File: config.mk
export PLATFORM = sky130hd
export DESIGN_NAME = regfile_writeback_arbiter
export DESIGN_NICKNAME = d
export VERILOG_FILES = /design/src/rtl/regfile_writeback_arbiter.sv
export SDC_FILE = /design/constraint.sdc
export NUM_CORES = 1
export LEC_CHECK = 0
export CELL_PAD_IN_SITES_DETAIL_PLACEMENT = 2
export CELL_PAD_IN_SITES_GLOBAL_PLACEMENT = 2
export CORE_ASPECT_RATIO = 1.4
export CORE_MARGIN = 4
export CORE_UTILIZATION = 32
export DETAILED_ROUTE_END_ITERATION = 6
export HOLD_SLACK_MARGIN = 0.03
export PLACE_DENSITY = 0.83
export SLEW_MARGIN = 25
export SYNTH_ARGS = -nofsm -noshare
export SYNTH_HDL_FRONTEND = slang
export SYNTH_SLANG_ARGS = --single-unit
File: constraint.sdc
create_clock -name clk -period 3.4 [get_ports clk]
set_input_delay 0.34 -clock clk [delete_from_list [all_inputs] [get_ports clk]]
set_output_delay 0.34 -clock clk [all_outputs]
set_load 0.03 [all_outputs]
File: src/rtl/regfile_writeback_arbiter.sv
// regfile_writeback_arbiter
//   Drives the register-file write port. Each cycle it picks at most one writer:
//   either the in-order pipeline WB result or the head of a small FIFO of
//   long-latency unit completions (mul/div/load-miss). The choice is registered
//   onto rf_*. If the FIFO head keeps losing to WB, a one-cycle wb_stall gives it
//   the port. A per-register pending scoreboard is kept for decode's RAW/WAW
//   stall checks.
// Ports
//   clk, reset                      clock (rising edge), async active-high reset
//   wb_valid, wb_rd, wb_data        pipeline WB write request
//   lu_issue_valid, lu_issue_rd     long-latency issue; marks rd pending
//   lu_valid, lu_rd, lu_data        long-latency result; lu_ready = handshake
//   wb_stall                        registered; pipeline holds WB this cycle
//   rf_we, rf_waddr, rf_wdata       register file write port (registered)
//   pending                         scoreboard, bit r = xr result outstanding
module regfile_writeback_arbiter #(
  parameter int DEPTH        = 2,
  parameter int STARVE_LIMIT = 4
) (
  input  logic        clk,
  input  logic        reset,
  input  logic        wb_valid,
  input  logic [4:0]  wb_rd,
  input  logic [31:0] wb_data,
  input  logic        lu_issue_valid,
  input  logic [4:0]  lu_issue_rd,
  input  logic        lu_valid,
  input  logic [4:0]  lu_rd,
  input  logic [31:0] lu_data,
  output logic        lu_ready,
  output logic        wb_stall,
  output logic        rf_we,
  output logic [4:0]  rf_waddr,
  output logic [31:0] rf_wdata,
  output logic [31:0] pending
);
  localparam int PW = $clog2(DEPTH);
  localparam int CW = $clog2(DEPTH + 1);
  localparam int SW = $clog2(STARVE_LIMIT + 1);

  logic [4:0]    q_rd   [DEPTH];
  logic [31:0]   q_data [DEPTH];
  logic [PW-1:0] rptr, wptr;
  logic [CW-1:0] count;
  logic [SW-1:0] starve_cnt, starve_next;

  logic        empty, full, wb_req, pop, wb_win, push;
  logic [31:0] clr_mask, set_mask, pending_next;

  assign empty    = (count == '0);
  assign full     = (count == CW'(DEPTH));
  // Only registered state feeds lu_ready; a same-cycle pop does not free a slot.
  assign lu_ready = !full;

  assign wb_req = wb_valid && (wb_rd != 5'd0);
  // A stall cycle forces the head out; otherwise the head only takes idle slots.
  assign pop    = !empty && (wb_stall || !wb_req);
  assign wb_win = !wb_stall && wb_req;
  // rd=0 results complete the handshake but are dropped here.
  assign push   = lu_valid && !full && (lu_rd != 5'd0);

  // Counts cycles the head is present but not popped.
  assign starve_next = (!empty && !pop) ? starve_cnt + 1'b1 : '0;

  // Set is applied after clear so a same-rd issue and retire leaves the bit set.
  assign clr_mask     = pop ? (32'd1 << q_rd[rptr]) : 32'd0;
  assign set_mask     = (lu_issue_valid && lu_issue_rd != 5'd0) ? (32'd1 << lu_issue_rd) : 32'd0;
  assign pending_next = ((pending & ~clr_mask) | set_mask) & ~32'd1;

  // Storage carries no reset; emptiness is tracked by the pointers/count only.
  always_ff @(posedge clk) begin
    if (push) begin
      q_rd[wptr]   <= lu_rd;
      q_data[wptr] <= lu_data;
    end
  end

  always_ff @(posedge clk or posedge reset) begin
    if (reset) begin
      rptr       <= '0;
      wptr       <= '0;
      count      <= '0;
      starve_cnt <= '0;
      wb_stall   <= 1'b0;
      rf_we      <= 1'b0;
      rf_waddr   <= 5'd0;
      rf_wdata   <= 32'd0;
      pending    <= 32'd0;
    end else begin
      if (push) wptr <= wptr + 1'b1;
      if (pop)  rptr <= rptr + 1'b1;
      case ({push, pop})
        2'b10:   count <= count + 1'b1;
        2'b01:   count <= count - 1'b1;
        default: count <= count;
      endcase
      starve_cnt <= starve_next;
      wb_stall   <= (starve_next == SW'(STARVE_LIMIT));
      rf_we      <= pop || wb_win;
      if (pop) begin
        rf_waddr <= q_rd[rptr];
        rf_wdata <= q_data[rptr];
      end else if (wb_win) begin
        rf_waddr <= wb_rd;
        rf_wdata <= wb_data;
      end
      pending <= pending_next;
    end
  end
endmodule

==> After elaboration in Yosys (flattened, before gate mapping) <==
Memory sizes are Yosys's and may differ from the RTL's.
Cells that the tools add are included.
{ "totals": {"mem_bits_rw": 74, "reg_bits": 77, "mem_count": 2, "inputBits": 84, "elab_cells": 55, "output_inout_bits": 72} }
{ "classes": {"n_reduce_logical": 20, "muxes": 10, "add_sub_neg": 5, "n_shift": 2, "eq_ne": 4, "bitwise_logic": 3} }
{ "memory_table": {"columns": ["memory", "words", "width", "rd", "rd_ports_with_merged_regs", "wr", "line_no", "text"], "rows": [
  ["q_data", 2, 32, 1, 0, 1, "42", "logic [31:0] q_data [DEPTH];"],
  ["q_rd", 2, 5, 1, 0, 1, "41", "logic [4:0] q_rd [DEPTH];"]
]} }
{ "op_table": {"columns": ["cell", "count"], "rows": [
  ["$mux W32", 4],
  ["$shl A1 B5 Y32 const A", 2],
  ["$and A32 B32 Y32", 1],
  ["$not A32 Y32", 1],
  ["$or A32 B32 Y32", 1],
  ["$reduce_bool A5 Y1", 3],
  ["$mux W5", 2],
  ["$logic_and A1 B1 Y1", 7],
  ["$logic_not A1 Y1", 5],
  ["$eq A2 B2 Y1 const B", 2],
  ["$pmux W2 S2", 1],
  ["$reduce_bool A2 Y1", 2],
  ["$add A3 B1 Y3 const B", 1],
  ["$eq A3 B3 Y1 const B", 1],
  ["$mux W3", 1],
  ["$add A1 B1 Y1 const B", 2],
  ["$add A2 B1 Y2 const B", 1],
  ["$eq A2 B1 Y1 const B", 1],
  ["$logic_not A2 Y1", 1],
  ["$logic_or A1 B1 Y1", 2],
  ["$mux W1", 2],
  ["$sub A2 B1 Y2 const B", 1]
]} }

==> Depth between registers and ports, before layout <==
Gate-level depths: netlist of the first run.
{ "logic_depth": {"word_depth": 9, "depth_mapped": 9, "ltp_nobuf": 7} }

==> Least setup slack after synthesis of the first run <==
OpenSTA, ideal clock, no wires.
{ "synth_path": {"path_type": "register to register", "startpoint": "register count[0]", "endpoint": "memory q_data[0][0] (enable)", "t_arrival_ps": 2561, "setup_ps": 431, "stages_incl_launch_ff": 4, "period_less_slack_ps": 2993, "path_buffers": 0, "setup_slack_ps": 407, "required_time_ps": 2969, "cell_sequence": "dfrtp_1 -> nand2b_1 -> o211ai_1 -> nor2_1"} }
{ "synth_via": {"elab_chain_len": 6} }
{ "synth_lines": {"columns": ["item", "line_no", "text"], "rows": [
  ["start: declaration", "44", "logic [CW-1:0] count;"],
  ["start signal: assignment", "93", "2'b10: count <= count + 1'b1;"],
  ["start signal: assignment", "94", "2'b01: count <= count - 1'b1;"],
  ["start signal: assignment", "95", "default: count <= count;"],
  ["$eq A2 B2 Y1", "51", "assign full = (count == CW'(DEPTH));"],
  ["$logic_not A1 Y1", null, null],
  ["net lu_ready", "30", "output logic lu_ready,"],
  ["$logic_and A1 B1 Y1 (2 in a row)", "60", "assign push = lu_valid && !full && (lu_rd != 5'd0);"],
  ["$mux W1", "72", "if (push) begin"],
  ["$mux W1 (implied by the code)", "74", "q_data[wptr] <= lu_data;"],
  ["end: declaration", "42", null]
]} }
The timed path passes the listed nets, and every way through them passes these cells.

==> Worst setup path after layout of the first run <==
{ "layout_path": {"startpoint": "register rptr", "endpoint": "register pending[3]"} }
{ "layout_via": {"elab_chain_len": 6} }
{ "layout_lines": {"columns": ["item", "line_no", "text"], "rows": [
  ["start: declaration", "43", "logic [PW-1:0] rptr, wptr;"],
  ["start signal: assignment", "91", "if (pop) rptr <= rptr + 1'b1;"],
  ["$mem_v2 Z2 W5", null, null],
  ["$shl A1 B5 Y32", "66", "assign clr_mask = pop ? (32'd1 << q_rd[rptr]) : 32'd0;"],
  ["$mux W32", "66", null],
  ["$not A32 Y32", "68", "assign pending_next = ((pending & ~clr_mask) | set_mask) & ~32'd1;"],
  ["$and A32 B32 Y32", "68", null],
  ["$or A32 B32 Y32", "68", null],
  ["net pending_next[3]", "48", "logic [31:0] clr_mask, set_mask, pending_next;"],
  ["end signal: assignment", "107", "pending <= pending_next;"],
  ["end: declaration", "35", "output logic [31:0] pending"]
]} }
The timed path passes the listed nets, and every way through them passes these cells.
A chain may end at the register's enable or synchronous reset.

==> impl_metrics.csv, run 1 <==
group,metric,value,unit
worst_hold_path,hold_path_class,"in2async",
placed_design,gp_congestion,0.819,
synth,syn_avg_cell_area,11.9,um2
synth,syn_nets,612,
placed_design,dp_hpwl,13600,um
synth,synth_compound_area_share,11.7,%
timing,slew-limit-headroom,25.0,%
synth,yosys_warnings,0,
setup_path,end_kind,"register",
cells_and_area,antenna_cells,0,
die,fp.dieW,126,um
cells_and_area,stdcell_count,935,
cells_and_area,final_nets,760,
clocking,cts_setup_buffers,0,
status,status,"complete, no violations",
timing,final_max_slew_viol_count,0,
setup_path,setup.worst_path.start_class,"register",
global_routing,grt.total_usage,17.9,%
synth,muxShareOfSynthArea,5.64,%
timing,tightest_slew,1130,ps
die,row_count,60,
timing,fmax,431,MHz
setup_path,critPathRequiredTime,3700,ps
placed_design,dp_cells,901,
synth,async_flop_share,51.0,%
detailed_routing,route.detailed.drc,0,
clocking,cts_tree,"done",
timing,min_period_over_period,68.2,%
global_routing,grt_overflow,0,
synth,synthFlopType,"dfrtp_1",
timing,setup_viol,0,
detailed_routing,wire_per_inst,20.7,um
timing,finalCriticalPeriod,2320,ps
placed_design,portBuffers,154,
global_routing,first_global_vias,5414,
clocking,clk_latency,420,ps
setup_path,cp_max_fo,23,
synth,netlist.area_leader.share,35.6,%
die,fp.dieArea,0.0218,mm2
die,die_h,173,um
synth,synth_fa_ha_area_share,0.401,%
clocking,clock-sinks,151,
synth,synth_common_cells,"nand2_1 (102), dfrtp_1 (77), edfxtp_1 (74)",
global_routing,grt_antenna_before_repair,0,
setup_path,critPathKind,"reg2reg",
synth,synth_xor_area_share,0.843,%
clocking,ctsResizeCount,0,
global_routing,grt_start_max_net_pins,53,
synth,synth_seq_cells,151,
cells_and_area,drive_gt1_share,6.84,%
setup_path,cp_data_arrival_time,2610,ps
synth,yosysTopAreaCell,"edfxtp_1",
clocking,numCtsBuffers,17,
cells_and_area,synthToLayoutAreaGrowth,39.5,%
die,start_util,32.5,%
power_and_ir_drop,p_leak,3.44,nW
power_and_ir_drop,peakVddDrop,0.000487,V
clocking,postCtsHoldBufs,0,
synth,synthCells,526,
die,coreArea,0.0192,mm2
timing,hold_viol,0,
detailed_routing,num_vias,4734,
timing,rsz0062_at_grt,"false",
synth,syn_area,0.00624,mm2
synth,synth-edff-count,74,
detailed_routing,dr.pass1.iters,6,
power_and_ir_drop,p_per_area,949,mW/mm2
clocking,clkTransAtPathRegs,70,ps
synth,ys_top_cells_by_area,"edfxtp_1 (36%), dfrtp_1 (31%), nand2_1 (6.1%)",
timing,setup_tns,0,ps
run,drv_cap,0,
clocking,cts_root_buffer,"clkbuf_16",
die,io_pins,156,
cells_and_area,filler_cell_count,1938,
synth,synth_simple_gate_area_share,11.8,%
timing,finClkSkew,9.64,ps
detailed_routing,viasPerCell,5.06,
global_routing,grt_first_pass_wirelength,30700,um
clocking,cts_buffer_depth,2,
detailed_routing,wirelength,19300,um
synth,synth_cell_types,35,
detailed_routing,drtAntennaViolNets,0,
synth,synth_top_family_by_area,"simple AND/OR/NAND/NOR gates",
clocking,htree_levels,4,
synth,seq_area_frac_synth,66.5,%
detailed_routing,dr.first_iter.drc_count,157,
synth,yosysMostFrequentCell,"nand2_1",
-- worst max-delay path: stages (launching register included) --
cell and delay [ps]:
dfrtp_2 660, mux2_1 380, nand2b_1 520, o41ai_1 530, nand2_1 100
-- flip-flops by register name, indices dropped and copies added, names as in the netlist, 2 cells and up --
| register | count |
|---|---|
| pending | 31 |
| q_data | 64 |
| rf_wdata | 32 |
| q_rd | 10 |
| count | 2 |
| rf_waddr | 5 |
| starve_cnt | 3 |
-- layout by cell type (no fill, tap or decap), drive strengths merged, types with 8 or more instances in the layout --
cell type,instances
nand2b,8
inv,10
mux2i,34
edfxtp,74
o41ai,31
clkbuf,17
clkdlybuf4s50,154
buf,8
a21oi,35
nand2,102
o21ai,35
nor2,53
dfrtp,77
-- report_power, final --
part           switching, mW  internal, mW
Clock                  0.799          1.32
Sequential             0.375          2.53
Combinational           1.98          1.24
Total                   3.15          5.10
-- logic make-up (layout without fill, tap and decap cells) --
logic type / count (synthesis) / count (layout)
AND/OR/NAND/NOR: 179 / 179
other: 1 / 1
adder cells (fa/ha/maj): 2 / 2
multiplexers: 35 / 35
AO/OA/AOI/OAI: 115 / 115
flip-flops: 151 / 151
XOR/XNOR: 6 / 6
buffers and inverters: 37 / 198
-- area by class of cell --
class | instances | area, um2 | area share [%]
clock buffer | 17 | 425 | 4.89
clock inverter | 15 | 239 | 2.75
multi-input combinational | 338 | 1930 | 22.2
tap | 248 | 310 | 3.57
sequential | 151 | 4150 | 47.7
inverter | 4 | 17.5 | 0.201
timing repair buffer | 162 | 1630 | 18.7
-- per-layer routing --
layer  part of all wire (%)  track usage (%)  up-vias
met5                      0                0        -
met4                    1.8             6.08        0
met3                    4.3             4.33       23
met2                     55             33.1      140
met1                     39             19.8     2386
li1                       -                -     2185
-- final timing paths --
kind / from / to / slack (ps) / cells after the start
hold / removal: reset / pending[17] / 400 / 2
max in group asynchronous: reset / pending[14] / 2310 / 3
setup / recovery: rptr / pending[3] / 1080 / 4
hold reg to reg: starve_cnt[0] / starve_cnt[0] / 460 / 1
min in group clk: starve_cnt[0] / starve_cnt[0] / 460 / 1
setup reg to reg: rptr / pending[3] / 1080 / 4
-- per-stage QoR --
step / utilization (%) / hold WS [ps] / setup slack (ps) / power, mW / area, um2
floorplan: - / 421 / 407 / 4.78 / 6240
global placement: 41.6 / 435 / 810 / 5.99 / 8000
detailed placement: 41.6 / 459 / 649 / 6.16 / 8000
CTS: 45.1 / 467 / 968 / 8.35 / 8660
global route: 45.3 / 442 / 903 / 8.73 / 8700
finish: 45.3 / 398 / 1080 / 8.25 / 8700
Note: power is estimated with default switching activity, not from simulation.
==> run 2: changes to the inputs <==
--- a/config.mk
+++ b/config.mk
@@ -9,10 +9,10 @@
 export CELL_PAD_IN_SITES_GLOBAL_PLACEMENT = 2
 export CORE_ASPECT_RATIO = 1.4
 export CORE_MARGIN = 4
-export CORE_UTILIZATION = 32
+export CORE_UTILIZATION = 29
 export DETAILED_ROUTE_END_ITERATION = 6
 export HOLD_SLACK_MARGIN = 0.03
-export PLACE_DENSITY = 0.83
+export PLACE_DENSITY = 0.8
 export SLEW_MARGIN = 25
 export SYNTH_ARGS = -nofsm -noshare
 export SYNTH_HDL_FRONTEND = slang
==> constraint.sdc (replaced) <==
create_clock -name clk -period 2.01 [get_ports clk]
set_input_delay 0.201 -clock clk [delete_from_list [all_inputs] [get_ports clk]]
set_output_delay 0.201 -clock clk [all_outputs]
set_load 0.03 [all_outputs]
==> run 2 against run 1 <==
  * Die area rose by 9.8%
  * Sequential cell count did not move
  * Critical path depth fell by 1
  * Cell count rose by 4.3%
  * First-iteration DRC count rose by 24%
  * Cell area rose by 2.6%
  * Sequential power rose by 66%
  * Worst hold slack got worse by 230 ps
  * Total power rose by 68%
==> impl_metrics.csv, run 2 (synthesized netlist as in run 1, its figures left out) <==
group,metric,value,unit
clocking,htree_levels,4,
detailed_routing,route.detailed.drc,0,
setup_path,cp_max_fo,2,
cells_and_area,final_nets,788,
cells_and_area,seqCellArea,0.00415,mm2
cells_and_area,filler_cell_count,2164,
detailed_routing,wirelength,20100,um
die,io_pins,156,
cells_and_area,largest_reg_flops,64,
clocking,ctsResizeCount,0,
timing,slew-limit-headroom,50.2,%
clocking,clk_latency,440,ps
timing,finClkSkew,10.4,ps
timing,fmax,516,MHz
clocking,cts_setup_buffers,0,
timing,final_max_slew_viol_count,0,
die,start_util,29.4,%
cells_and_area,regMostFlops,"q_data",
cells_and_area,post-route-util,42.1,%
run,drv_cap,0,
cells_and_area,multi_input_area,0.00193,mm2
detailed_routing,dr.first_iter.drc_count,194,
clocking,cts_tree,"done",
status,status,"complete, no violations",
setup_path,end_kind,"output pin",
timing,hold_viol,0,
clocking,clkTransAtPathRegs,70,ps
detailed_routing,num_vias,4902,
power_and_ir_drop,p_per_area,1560,mW/mm2
die,die_h,182,um
cells_and_area,layout.cells.most_common,"clkdlybuf4s50_1",
timing,tightest_slew,747,ps
cells_and_area,drive_gt1_share,10.3,%
setup_path,critPathRequiredTime,1810,ps
die,fp.dieW,132,um
power_and_ir_drop,p_leak,3.55,nW
detailed_routing,wire_per_inst,20.6,um
cells_and_area,antenna_cells,0,
cells_and_area,synthToLayoutAreaGrowth,43.2,%
clocking,cts_buffer_depth,2,
placed_design,portBuffers,154,
setup_path,cp_data_arrival_time,1740,ps
global_routing,first_global_vias,5596,
die,coreArea,0.0212,mm2
clocking,postCtsHoldBufs,0,
placed_design,gp_congestion,0.858,
power_and_ir_drop,intPower,8.53,mW
clocking,numCtsBuffers,17,
power_and_ir_drop,power_frac_clock,22.7,%
cells_and_area,fin_area,0.00893,mm2
timing,rsz0062_at_grt,"false",
timing,setup_tns,0,ps
detailed_routing,viasPerCell,5.03,
global_routing,grt_start_max_net_pins,60,
timing,setup_viol,0,
placed_design,dpl_cell_area,0.00830,mm2
clocking,cts_root_buffer,"clkbuf_16",
power_and_ir_drop,switching_share,38.7,%
global_routing,grt_antenna_before_repair,0,
die,row_count,63,
placed_design,dp_hpwl,14600,um
power_and_ir_drop,seqPwrFrac,34.8,%
timing,finalCriticalPeriod,1940,ps
timing,worst_slack,72.3,ps
setup_path,critPathKind,"reg2out",
global_routing,grt_overflow,0,
detailed_routing,dr.pass1.iters,6,
power_and_ir_drop,comb_power_share,42.5,%
power_and_ir_drop,peakVddDrop,0.000692,V
cells_and_area,layout_common_cells,"clkdlybuf4s50_1 (154), nand2_1 (102), dfrtp_1 (76)",
clocking,clock-sinks,151,
timing,min_period_over_period,96.4,%
detailed_routing,drtAntennaViolNets,0,
global_routing,grt_first_pass_wirelength,31700,um
cells_and_area,top_regs,"q_data: 64 flops, rf_wdata: 32 flops, pending: 31 flops",
worst_hold_path,hold_path_class,"in2async",
global_routing,grt.total_usage,17.1,%
placed_design,post-place-ws,-433,ps
power_and_ir_drop,p_switching,5.38,mW
setup_path,setup.worst_path.start_class,"register",
die,fp.dieArea,0.0240,mm2
-- run 2: worst paths after layout --
kind / startpoint / to / slack (ps) / cells past startpoint
max reg2reg: rptr / pending[30] / 130 / 5
min: reset / starve_cnt[1] / 170 / 2
max: count[0] / lu_ready / 70 / 3
min in group clk: wb_data[19] / rf_wdata[19] / 330 / 3
max in group asynchronous: reset / wb_stall / 1280 / 3
min reg2reg: starve_cnt[0] / starve_cnt[0] / 450 / 1
-- run 2: cell type report --
cell class              count  share of cell area (%)
clock buffers              20                    5.00
inverters                   4                   0.210
multi-input cells         338                    21.7
well taps                 260                    3.64
flip-flops and latches    151                    46.5
repair buffers            190                    21.6
clock inverters            12                    1.44
-- run 2: layer usage --
layer | GRT usage [%] | wire length [um] | share of wire, %
met1 | 18.3 | 7640 | 38
met2 | 31.8 | 11100 | 55
met3 | 5.29 | 1040 | 5.2
met4 | 5.88 | 316 | 1.6
met5 | 0 | 0 | 0
-- run 2: power groups by stage --
stage | registers [mW] | logic, mW | clock network, mW
final | 4.84 | 5.91 | 3.16
after floorplan | 5.90 | 2.21 | 0
after global routing | 4.95 | 6.39 | 3.39
after CTS | 4.86 | 5.92 | 3.25
after global placement | 4.83 | 5.63 | 0
after detailed placement | 4.89 | 5.86 | 0
-- run 2: critical path, stage by stage, from the launching register on --
cell,delay (ps)
dfrtp_1,380
nand2b_2,210
buf_4,140
clkdlybuf4s50_1,580
-- run 2: through the flow --
stage | total power, mW | instances | hold slack, ps
finish | 13.9 | 975 | 170
global route | 14.7 | 975 | 197
CTS | 14.0 | 973 | 173
detailed placement | 10.8 | 941 | 449
global placement | 10.5 | 941 | 432
floorplan | 8.10 | 526 | 300
